## src/rtl/piezo_tone_decoder.sv

```systemverilog
// Tone-line period meter and note matcher: measures rising-edge spacing of a
// square wave and reports the C4..C5 note once two consecutive periods agree.
module piezo_tone_decoder #(
  parameter int CNT_W   = 16,
  parameter int NOTE_P0 = 3822,
  parameter int NOTE_P1 = 3405,
  parameter int NOTE_P2 = 3034,
  parameter int NOTE_P3 = 2863,
  parameter int NOTE_P4 = 2551,
  parameter int NOTE_P5 = 2273,
  parameter int NOTE_P6 = 2025,
  parameter int NOTE_P7 = 1911,
  parameter int TOL     = 40,
  parameter int TIMEOUT = 8000
) (
  input  logic             clk,
  input  logic             rst,
  input  logic             tone_in,
  output logic [7:0]       note_onehot,
  output logic             note_valid,
  output logic             note_strobe,
  output logic [CNT_W-1:0] period
);
  // state     | meaning
  // S_IDLE    | no edge seen since reset or timeout
  // S_ARMED   | edge reference held, waiting for a matching period
  // S_CONFIRM | one matching period seen for r_cand
  // S_TRACK   | r_cand confirmed and reported
  typedef enum logic [1:0] {S_IDLE, S_ARMED, S_CONFIRM, S_TRACK} state_t;

  localparam int NOTE_TAB [8] = '{NOTE_P0, NOTE_P1, NOTE_P2, NOTE_P3,
                                  NOTE_P4, NOTE_P5, NOTE_P6, NOTE_P7};
  localparam logic [CNT_W-1:0] CNT_MAX     = '1;
  localparam logic [CNT_W-1:0] TIMEOUT_CNT = CNT_W'(TIMEOUT);

  state_t           r_state, w_state_nxt;
  logic             r_sync1, r_sync2, r_edge;
  logic [CNT_W-1:0] r_cnt;
  logic [2:0]       r_cand, w_cand_nxt;
  logic             w_rise, w_timeout, w_hit;
  logic [2:0]       w_hit_idx;
  logic [7:0]       w_note_nxt;
  logic             w_valid_nxt;

  assign w_rise    = r_sync2 & ~r_edge;
  assign w_timeout = ~w_rise & (r_cnt == TIMEOUT_CNT);

  // r_cnt holds the cycles elapsed since the previous edge in the edge cycle itself
  always_comb begin
    w_hit     = 1'b0;
    w_hit_idx = '0;
    for (int i = 0; i < 8; i++) begin
      if ((int'(r_cnt) >= NOTE_TAB[i] - TOL) && (int'(r_cnt) <= NOTE_TAB[i] + TOL)) begin
        w_hit     = 1'b1;
        w_hit_idx = 3'(i);
      end
    end
  end

  always_ff @(posedge clk or posedge rst) begin
    if (rst) begin
      r_sync1 <= 1'b0;
      r_sync2 <= 1'b0;
      r_edge  <= 1'b0;
      r_cnt   <= '0;
      period  <= '0;
    end else begin
      r_sync1 <= tone_in;
      r_sync2 <= r_sync1;
      r_edge  <= r_sync2;
      if (w_rise) begin
        r_cnt <= CNT_W'(1);
        if (r_state != S_IDLE) period <= r_cnt;
      end else if (r_cnt != CNT_MAX) begin
        r_cnt <= r_cnt + 1'b1;
      end
    end
  end

  always_ff @(posedge clk or posedge rst) begin
    if (rst) begin
      r_state     <= S_IDLE;
      r_cand      <= '0;
      note_onehot <= '0;
      note_valid  <= 1'b0;
      note_strobe <= 1'b0;
    end else begin
      r_state     <= w_state_nxt;
      r_cand      <= w_cand_nxt;
      note_onehot <= w_note_nxt;
      note_valid  <= w_valid_nxt;
      note_strobe <= (w_note_nxt != note_onehot);
    end
  end

  always_comb begin
    w_state_nxt = r_state;
    w_cand_nxt  = r_cand;
    if (w_timeout) begin
      w_state_nxt = S_IDLE;
    end else if (w_rise) begin
      case (r_state)
        S_IDLE: w_state_nxt = S_ARMED;
        S_ARMED: begin
          if (w_hit) begin
            w_cand_nxt  = w_hit_idx;
            w_state_nxt = S_CONFIRM;
          end
        end
        S_CONFIRM: begin
          if (!w_hit)                   w_state_nxt = S_ARMED;
          else if (w_hit_idx == r_cand) w_state_nxt = S_TRACK;
          else                          w_cand_nxt  = w_hit_idx;
        end
        S_TRACK: begin
          if (!w_hit) begin
            w_state_nxt = S_ARMED;
          end else if (w_hit_idx != r_cand) begin
            w_cand_nxt  = w_hit_idx;
            w_state_nxt = S_CONFIRM;
          end
        end
        default: w_state_nxt = S_IDLE;
      endcase
    end
  end

  always_comb begin
    w_note_nxt  = '0;
    w_valid_nxt = 1'b0;
    if (w_state_nxt == S_TRACK) begin
      w_note_nxt  = 8'b1 << w_cand_nxt;
      w_valid_nxt = 1'b1;
    end
  end

endmodule

```

## config.mk

```make
export PLATFORM = sky130hd
export DESIGN_NAME = piezo_tone_decoder
export DESIGN_NICKNAME = d
export VERILOG_FILES = /design/src/rtl/piezo_tone_decoder.sv
export SDC_FILE = /design/constraint.sdc
export NUM_CORES = 1
export LEC_CHECK = 0
export ABC_CLOCK_PERIOD_IN_PS = 3150
export BUFFER_PORTS_ARGS = -buffer_cell sky130_fd_sc_hd__buf_4
export CAP_MARGIN = 20
export CELL_PAD_IN_SITES_DETAIL_PLACEMENT = 0
export CELL_PAD_IN_SITES_GLOBAL_PLACEMENT = 2
export CORE_MARGIN = 2
export CORE_UTILIZATION = 33
export DETAILED_ROUTE_END_ITERATION = 10
export GPL_TIMING_DRIVEN = 1
export HOLD_SLACK_MARGIN = 0.05
export PLACE_DENSITY_LB_ADDON = 0.1
export SETUP_SLACK_MARGIN = 0.4
export SLEW_MARGIN = 20
export SYNTH_ARGS = -nofsm -noshare
export SYNTH_HDL_FRONTEND = slang
export SYNTH_SLANG_ARGS = --single-unit
```

## constraint.sdc

```tcl
create_clock -name clk -period 3.15 [get_ports clk]
set_input_delay 0.945 -clock clk [delete_from_list [all_inputs] [get_ports clk]]
set_output_delay 0.945 -clock clk [all_outputs]
set_load 0.01 [all_outputs]
```

* Word-level counts from Yosys, hierarchy flattened
Index checks and enable logic that the tools add are counted.
** Operators by class
- Eq/ne operators :: 9
- Reductions and logical operators :: 12
- Mux-type cells :: 35
- Multipliers :: 0
- Bitwise operators :: 4
- Shift-type cells :: 1
- Div/mod/pow operators :: 0
- Magnitude comparators :: 16
- $add $sub $neg :: 1
** Operator list (count)
- $le 16x12->1 const B :: 7
- $ge 16x12->1 const B :: 6
- $mux 3 :: 13
- $ge 16x11->1 const B :: 2
- $mux 16 :: 2
- $add 16x1->16 const B :: 1
- $eq 16x13->1 const B :: 1
- $le 16x11->1 const B :: 1
- $ne 16x16->1 const B :: 1
- $mux 2 :: 7
- $mux 1 :: 10
- $pmux 3 s3 :: 1
- $logic_and 1x1->1 :: 8
- $mux 8 :: 1
- $ne 8x8->1 :: 1
- $pmux 2 s4 :: 1
- $shl 1x3->8 const A :: 1
- $eq 2x2->1 const B :: 3
- $reduce_bool 2->1 :: 2
- $eq 3x3->1 :: 1
- $ne 3x3->1 :: 1
- $and 1x1->1 :: 2
- $eq 2x1->1 const B :: 1
- $logic_not 2->1 :: 1
- other kinds (2) :: 3
** Word-level totals
- Latch bits :: 0
- Bits in writable memories :: 0
- Logic and storage cells :: 88
- Memories :: 0
- Input port bits :: 3
- ROM bits :: 0
- Register bits after elaboration :: 50
- Output and inout port bits :: 26

* Depth between registers and ports, before layout
- Word-level depth :: 18
- Gate-level depth with buffers :: 14
- Gate-level depth less buffers :: 14

* Worst setup path before layout
OpenSTA, ideal clock, no wires.
- Path kind :: flip-flop to flip-flop
- From :: register r_cnt[1]
- To :: register note_strobe
- Path buffers :: 0
- Setup slack :: -256 ps
- Data arrival time :: 3276 ps
- Data required time :: 3020 ps
- Setup time :: 130 ps
- Cell stages (with the launch flop) :: 14
- Period minus slack after synthesis :: 3406 ps
- Path through :: dfrtp_1 -> inv_1 -> ha_1 -> or3b_1 -> a31o_1 -> a32oi_2 -> nor3_2 -> or3_1 -> a211o_1 -> o32ai_4 -> nand3_4 -> or4_1 -> nand3_1 -> nand4_1
** On the way
- Cells in the longest elaborated chain, start to end :: 18
- Elaborated cells on any way between the ends :: 63
- Those cells by class :: order compare: 16; eq/ne: 5; shift: 1; mux: 32; bitwise: 1; reduce/logical: 8
** Ends and longest elaborated chain
- start: declaration :: RTL line 38 : logic [CNT_W-1:0] r_cnt;
- start signal: assignment :: RTL line 75 : r_cnt <= r_cnt + 1'b1;
- $ge 16x12->1 / $le 16x12->1 (equally long branches) :: RTL line 53 : if ((int'(r_cnt) >= NOTE_TAB[i] - TOL) && (int'(r_cnt) <= NOTE_TAB[i] + TOL)) begin
- $logic_and 1x1->1 :: RTL line 53
- $mux 1 :: RTL line 53
- $mux 3 (6 in series) :: RTL line 53
- $ne 3x3->1 / $eq 3x3->1 (equally long branches) :: RTL line 118, 112
- $mux 2 (on tied branches) :: RTL line 118, 112
- $mux 2 (on tied branches) :: RTL line 116, 111
- $pmux 2 s4 :: RTL line 102 : case (r_state)
- $mux 2 :: RTL line 101 : end else if (w_rise) begin
- $mux 2 * :: RTL line 99 : if (w_timeout) begin
- via w_state_nxt[0] :: RTL line 36 : state_t r_state, w_state_nxt;
- $eq 2x2->1 * :: RTL line 131 : if (w_state_nxt == S_TRACK) begin
- $mux 8 * :: RTL line 131
- $ne 8x8->1 * :: RTL line 92 : note_strobe <= (w_note_nxt != note_onehot);
- end signal: assignment :: RTL line 92
- end: declaration :: RTL line 21 : output logic note_strobe,
The timed path passes the listed nets; every way through them passes the cells marked *.
A chain may end at the register's enable or synchronous reset.

* Final worst setup path
Same ends and word-level chain as after synthesis.

==> summary.md <==
| Metric | Value |
|---|---|
| Clock Tree Buf Depth | 2 |
| Part of the power in registers | 44.6% |
| 1st-pass router iterations | 4 |
| Async set-reset flop share out of synthesis | 100% |
| Total congestion overflow | 0 |
| Top post-synthesis cells by count | 56 x sky130_fd_sc_hd__nand2_1, 50 x sky130_fd_sc_hd__dfrtp_1, 32 x sky130_fd_sc_hd__nor2_1 |
| Design area | 0.00396 mm² |
| Cells along the critical path | inv_2 > ha_2 > or3b_1 > a31o_1 > a32oi_2 > nor3_4 > or3_1 > a211o_1 > o32ai_4 > buf_4 > a21bo_2 > a21oi_1 > a211o_1 > nand4_1 |
| Synthesized area | 0.00290 mm² |
| Maximum frequency from static timing analysis | 301 MHz |
| Critical-path maximum fanout | 5 |
| Data arrival time of the critical path | 3.50 ns |
| Count of boundary I/O pins | 29 |
| Total number of yosys warnings | 0 |
| CTS tree | done |
| Maximum number of pins on one net before global-route repair | 51 |
| Row cnt | 34 |
| Routed via count | 2651 |
| Area after DPL | 0.00359 mm² |
| Gate count after technology mapping | 329 |
| Buf/Inv on CP | 2 |
| Core region area | 0.00864 mm² |
| Slowest stage cell, crit path | sky130_fd_sc_hd__or3b_1 |
| Count of inserted antenna diode cells | 0 |
| GRT Total Usage | 16.7% |
| Clock input transition at the sequential cells of the worst setup and hold paths | 0.09 ns |
| Via density | 5.10 |
| Final worst hold slack | 0.363 ns |
| EDFF count, synth | 0 |
| Switching share of power | 31.2% |
| Setup repair after global routing missed its margin | true |
| Reported max-cap violation count | 0 |
| P_int | 1.12 mW |
| Setup clock skew after layout | 0.00615 ns |
| Mean post-synth cell area | 8.82 µm² |
| Fraction of final layout cells with drive strength greater than 1 | 35.2% |
| Gate family responsible for the most delay along the worst path | compound AO/OA/AOI/OAI gates |
| Cell type contributing the most total cell area after synthesis | sky130_fd_sc_hd__dfrtp_1 |
| Net switching power | 0.508 mW |
| Max-slew violation count | 0 |
| Multiplexer area fraction after synthesis | 0.733% |
| Post-route antenna net violation count | 0 |
| Final-report hold violation count | 0 |
| Share of the synthesized netlist area taken by xor and xnor gates | 3.93% |
| Element type at the critical path start | register |
| Count of nets after finishing | 418 |
| Largest family of logic cells by synthesized area | simple AND/OR/NAND/NOR gates |
| Synth Flop Type | sky130_fd_sc_hd__dfrtp_1 |
| DRT Wirelength | 7810 µm |
| Hold bufs inserted after CTS | 0 |
| Least setup slack across all paths after layout | -0.169 ns |
| Power density over cell area | 411 mW/mm² |
| CTS Buf Count | 5 |
| Number of synthesized register bits | 50 |
| Number of antenna violations at the first check in global routing | 0 |
| Relative contribution of combinational cells to total power | 30.8% |
| Routed wire per std cell | 15.0 µm |
| Routability cong. | 0.856 |
| Die width | 97.8 µm |
| Delay contributed by the slowest stage of the critical path | 0.38 ns |
| HPWL after DPL | 5650 µm |
| Final cell count without fillers | 520 |
| Design Power | 1.63 mW |
| I/O Buffers | 28 |
| Worst Hold Class | reg -> reg |
| Period utilization | 105% |
| Clock group share of total power | 24.7% |
| Cell with the most instances after synthesis | sky130_fd_sc_hd__nand2_1 |
| Slew headroom | 56.0% |
| 1st-iter DRT viols | 130 |
| Setup TNS Final | -0.169 ns |
| Overall die height | 97.8 µm |
| Clock period minus final worst setup slack | 3.32 ns |
| Effective utilization at floorplan | 33.6% |
| Endpoint class of the critical path | register |
| Post-synthesis share of cell area spent on full adders, half adders and majority gates | 1.73% |
| Violated checks | negative setup slack |
| Lkg Pwr | 1.90 nW |
| Biggest area contributors in the synthesized netlist | sky130_fd_sc_hd__dfrtp_1 43%, sky130_fd_sc_hd__nand2_1 7.2%, sky130_fd_sc_hd__nor2_1 4.1% |
| Clock insertion delay at the later pin of the skew report | 0.30 ns |
| Wire length of the first global-routing pass | 12900 µm |
| Clock tree root buffer cell | sky130_fd_sc_hd__clkbuf_8 |
| Start-to-end type of the worst setup path | reg -> reg |
| Number of levels in the clock H-tree | 2 |
| Maximum vdd ir drop | 0.195 mV |
| Synthesized-area fraction occupied by ao, oa, aoi and oai cells | 14.7% |
| Number of clock sinks seen by CTS | 50 |
| Number of fillers in the final layout | 860 |
| Storage element area | 0.00125 mm² |
| Post-synthesis to final-layout area growth | 36.5% |
| Cell total after placement | 499 |
| Distinct cells, synth | 61 |
| Number of global-route vias before repair | 2552 |
| DRC violations left | 0 |
| Synth Area in Simple Gates | 31.1% |
| Register-to-register setup slack | -0.17 ns |
| Required time at the endpoint of the critical path | 3.33 ns |
| Most frequent CP cell | sky130_fd_sc_hd__a211o_1 |
| Status | complete, but fails checks |
| Synthesized Nets | 336 |
| Share of the synthesized area in the top cell type | 43.1% |
| Die area | 0.00956 mm² |
| Combined area of the multi-input logic cells | 0.00166 mm² |
| Post-synthesis sequential area ratio | 43.1% |
| Transition time of the tightest slew-check pin | 0.656 ns |
| Final setup viols | 1 |
==> layout by cell type, fill, tap and decap left out, drive strengths merged, types with 2 or more instances in the layout <==
cell      instances
a211o             5
a211oi            3
a21o              3
a21oi             7
a31o              2
a31oi             3
a32oi             2
and2              7
and2b             2
and3              3
buf              96
clkbuf            6
clkinvlp          2
dfrtp            50
ha                4
inv               9
nand2            56
nand2b            5
nand3            20
nand4             8
nand4b            4
nor2             33
nor2b             5
nor3              7
nor3b             6
nor4              2
o211ai            2
o21ai            16
o31ai             3
o32ai             2
or3               5
or3b              2
or4               3
xnor2             6
xor2              7
==> cell type report <==
| class | count | share of cell area [%] |
|---|---|---|
| Inverter | 10 | 1.04 |
| Timing Repair Buffer | 96 | 19.5 |
| Clock inverter | 2 | 0.316 |
| Tap cell | 108 | 3.41 |
| Sequential cell | 50 | 31.7 |
| Clock buffer | 6 | 2.09 |
| Multi-Input combinational cell | 248 | 42.0 |
==> power by group through the flow <==
| stage | Clock, mW | Sequential (mW) | Combinational [mW] |
|---|---|---|---|
| floorplan | 0 | 0.732 | 0.230 |
| global placement | 0 | 0.736 | 0.431 |
| detailed placement | 0 | 0.736 | 0.427 |
| CTS | 0.424 | 0.724 | 0.456 |
| global route | 0.448 | 0.732 | 0.542 |
| finish | 0.401 | 0.725 | 0.500 |
==> flip-flops by register name (all words and copies together) (netlist names) <==
register / flops
r_sync1: 1
note_valid: 1
r_cand: 3
r_edge: 1
note_strobe: 1
r_cnt: 16
note_onehot: 8
r_state: 2
period: 16
r_sync2: 1
==> through the flow <==
step	utilization (%)	setup slack, ns
finish	45.8	-0.169
global route	45.8	-0.351
CTS	44.1	-0.149
global placement	41.6	-0.0995
detailed placement	41.6	-0.198
floorplan	-	-0.0410
==> worst register-to-register path, cell delays in order (launching register included) <==
cell and delay, ns:
sky130_fd_sc_hd__dfrtp_1 0.37, sky130_fd_sc_hd__inv_2 0.07, sky130_fd_sc_hd__ha_2 0.17, sky130_fd_sc_hd__or3b_1 0.38, sky130_fd_sc_hd__a31o_1 0.20, sky130_fd_sc_hd__a32oi_2 0.21, sky130_fd_sc_hd__nor3_4 0.09, sky130_fd_sc_hd__or3_1 0.36
sky130_fd_sc_hd__a211o_1 0.29, sky130_fd_sc_hd__o32ai_4 0.30, sky130_fd_sc_hd__buf_4 0.18, sky130_fd_sc_hd__a21bo_2 0.23, sky130_fd_sc_hd__a21oi_1 0.13, sky130_fd_sc_hd__a211o_1 0.13, sky130_fd_sc_hd__nand4_1 0.09
==> worst paths after layout <==
kind / from / to / depth (start not counted)
hold reg to reg: r_sync1 / r_sync2 / 0
setup reg to reg: r_cnt[1] / note_strobe / 14
max in group asynchronous: rst / r_cnt[8] / 3
hold / removal: r_sync1 / r_sync2 / 0
min in group asynchronous: rst / r_state[1] / 3
setup / recovery: r_cnt[1] / note_strobe / 14
==> kinds of logic (layout without fill, tap and decap cells) <==
| kind of cell | count (synthesis) | in the layout |
|---|---|---|
| adder cells (fa/ha/maj) | 4 | 4 |
| multiplexers | 2 | 2 |
| buffers and inverters | 31 | 114 |
| flip-flops | 50 | 50 |
| AO/OA/AOI/OAI | 56 | 56 |
| AND/OR/NAND/NOR | 173 | 173 |
| XOR/XNOR | 13 | 13 |
==> per-layer routing <==
layer | vias to the layer above | GRT usage [%] | wire length [µm]
met2 | 53 | 28.3 | 3840
met3 | 10 | 2.58 | 235
met5 | - | 0 | 0
met1 | 1273 | 22.2 | 3590
li1 | 1315 | - | -
met4 | 0 | 5.13 | 138
==> repair_timing <==
action	CTS	global route
endpoints found under the setup margin	11	15
setup buffers	8	5
gates resized for setup	14	25
pin swaps	5	8
(Power assumes the default switching activity.)
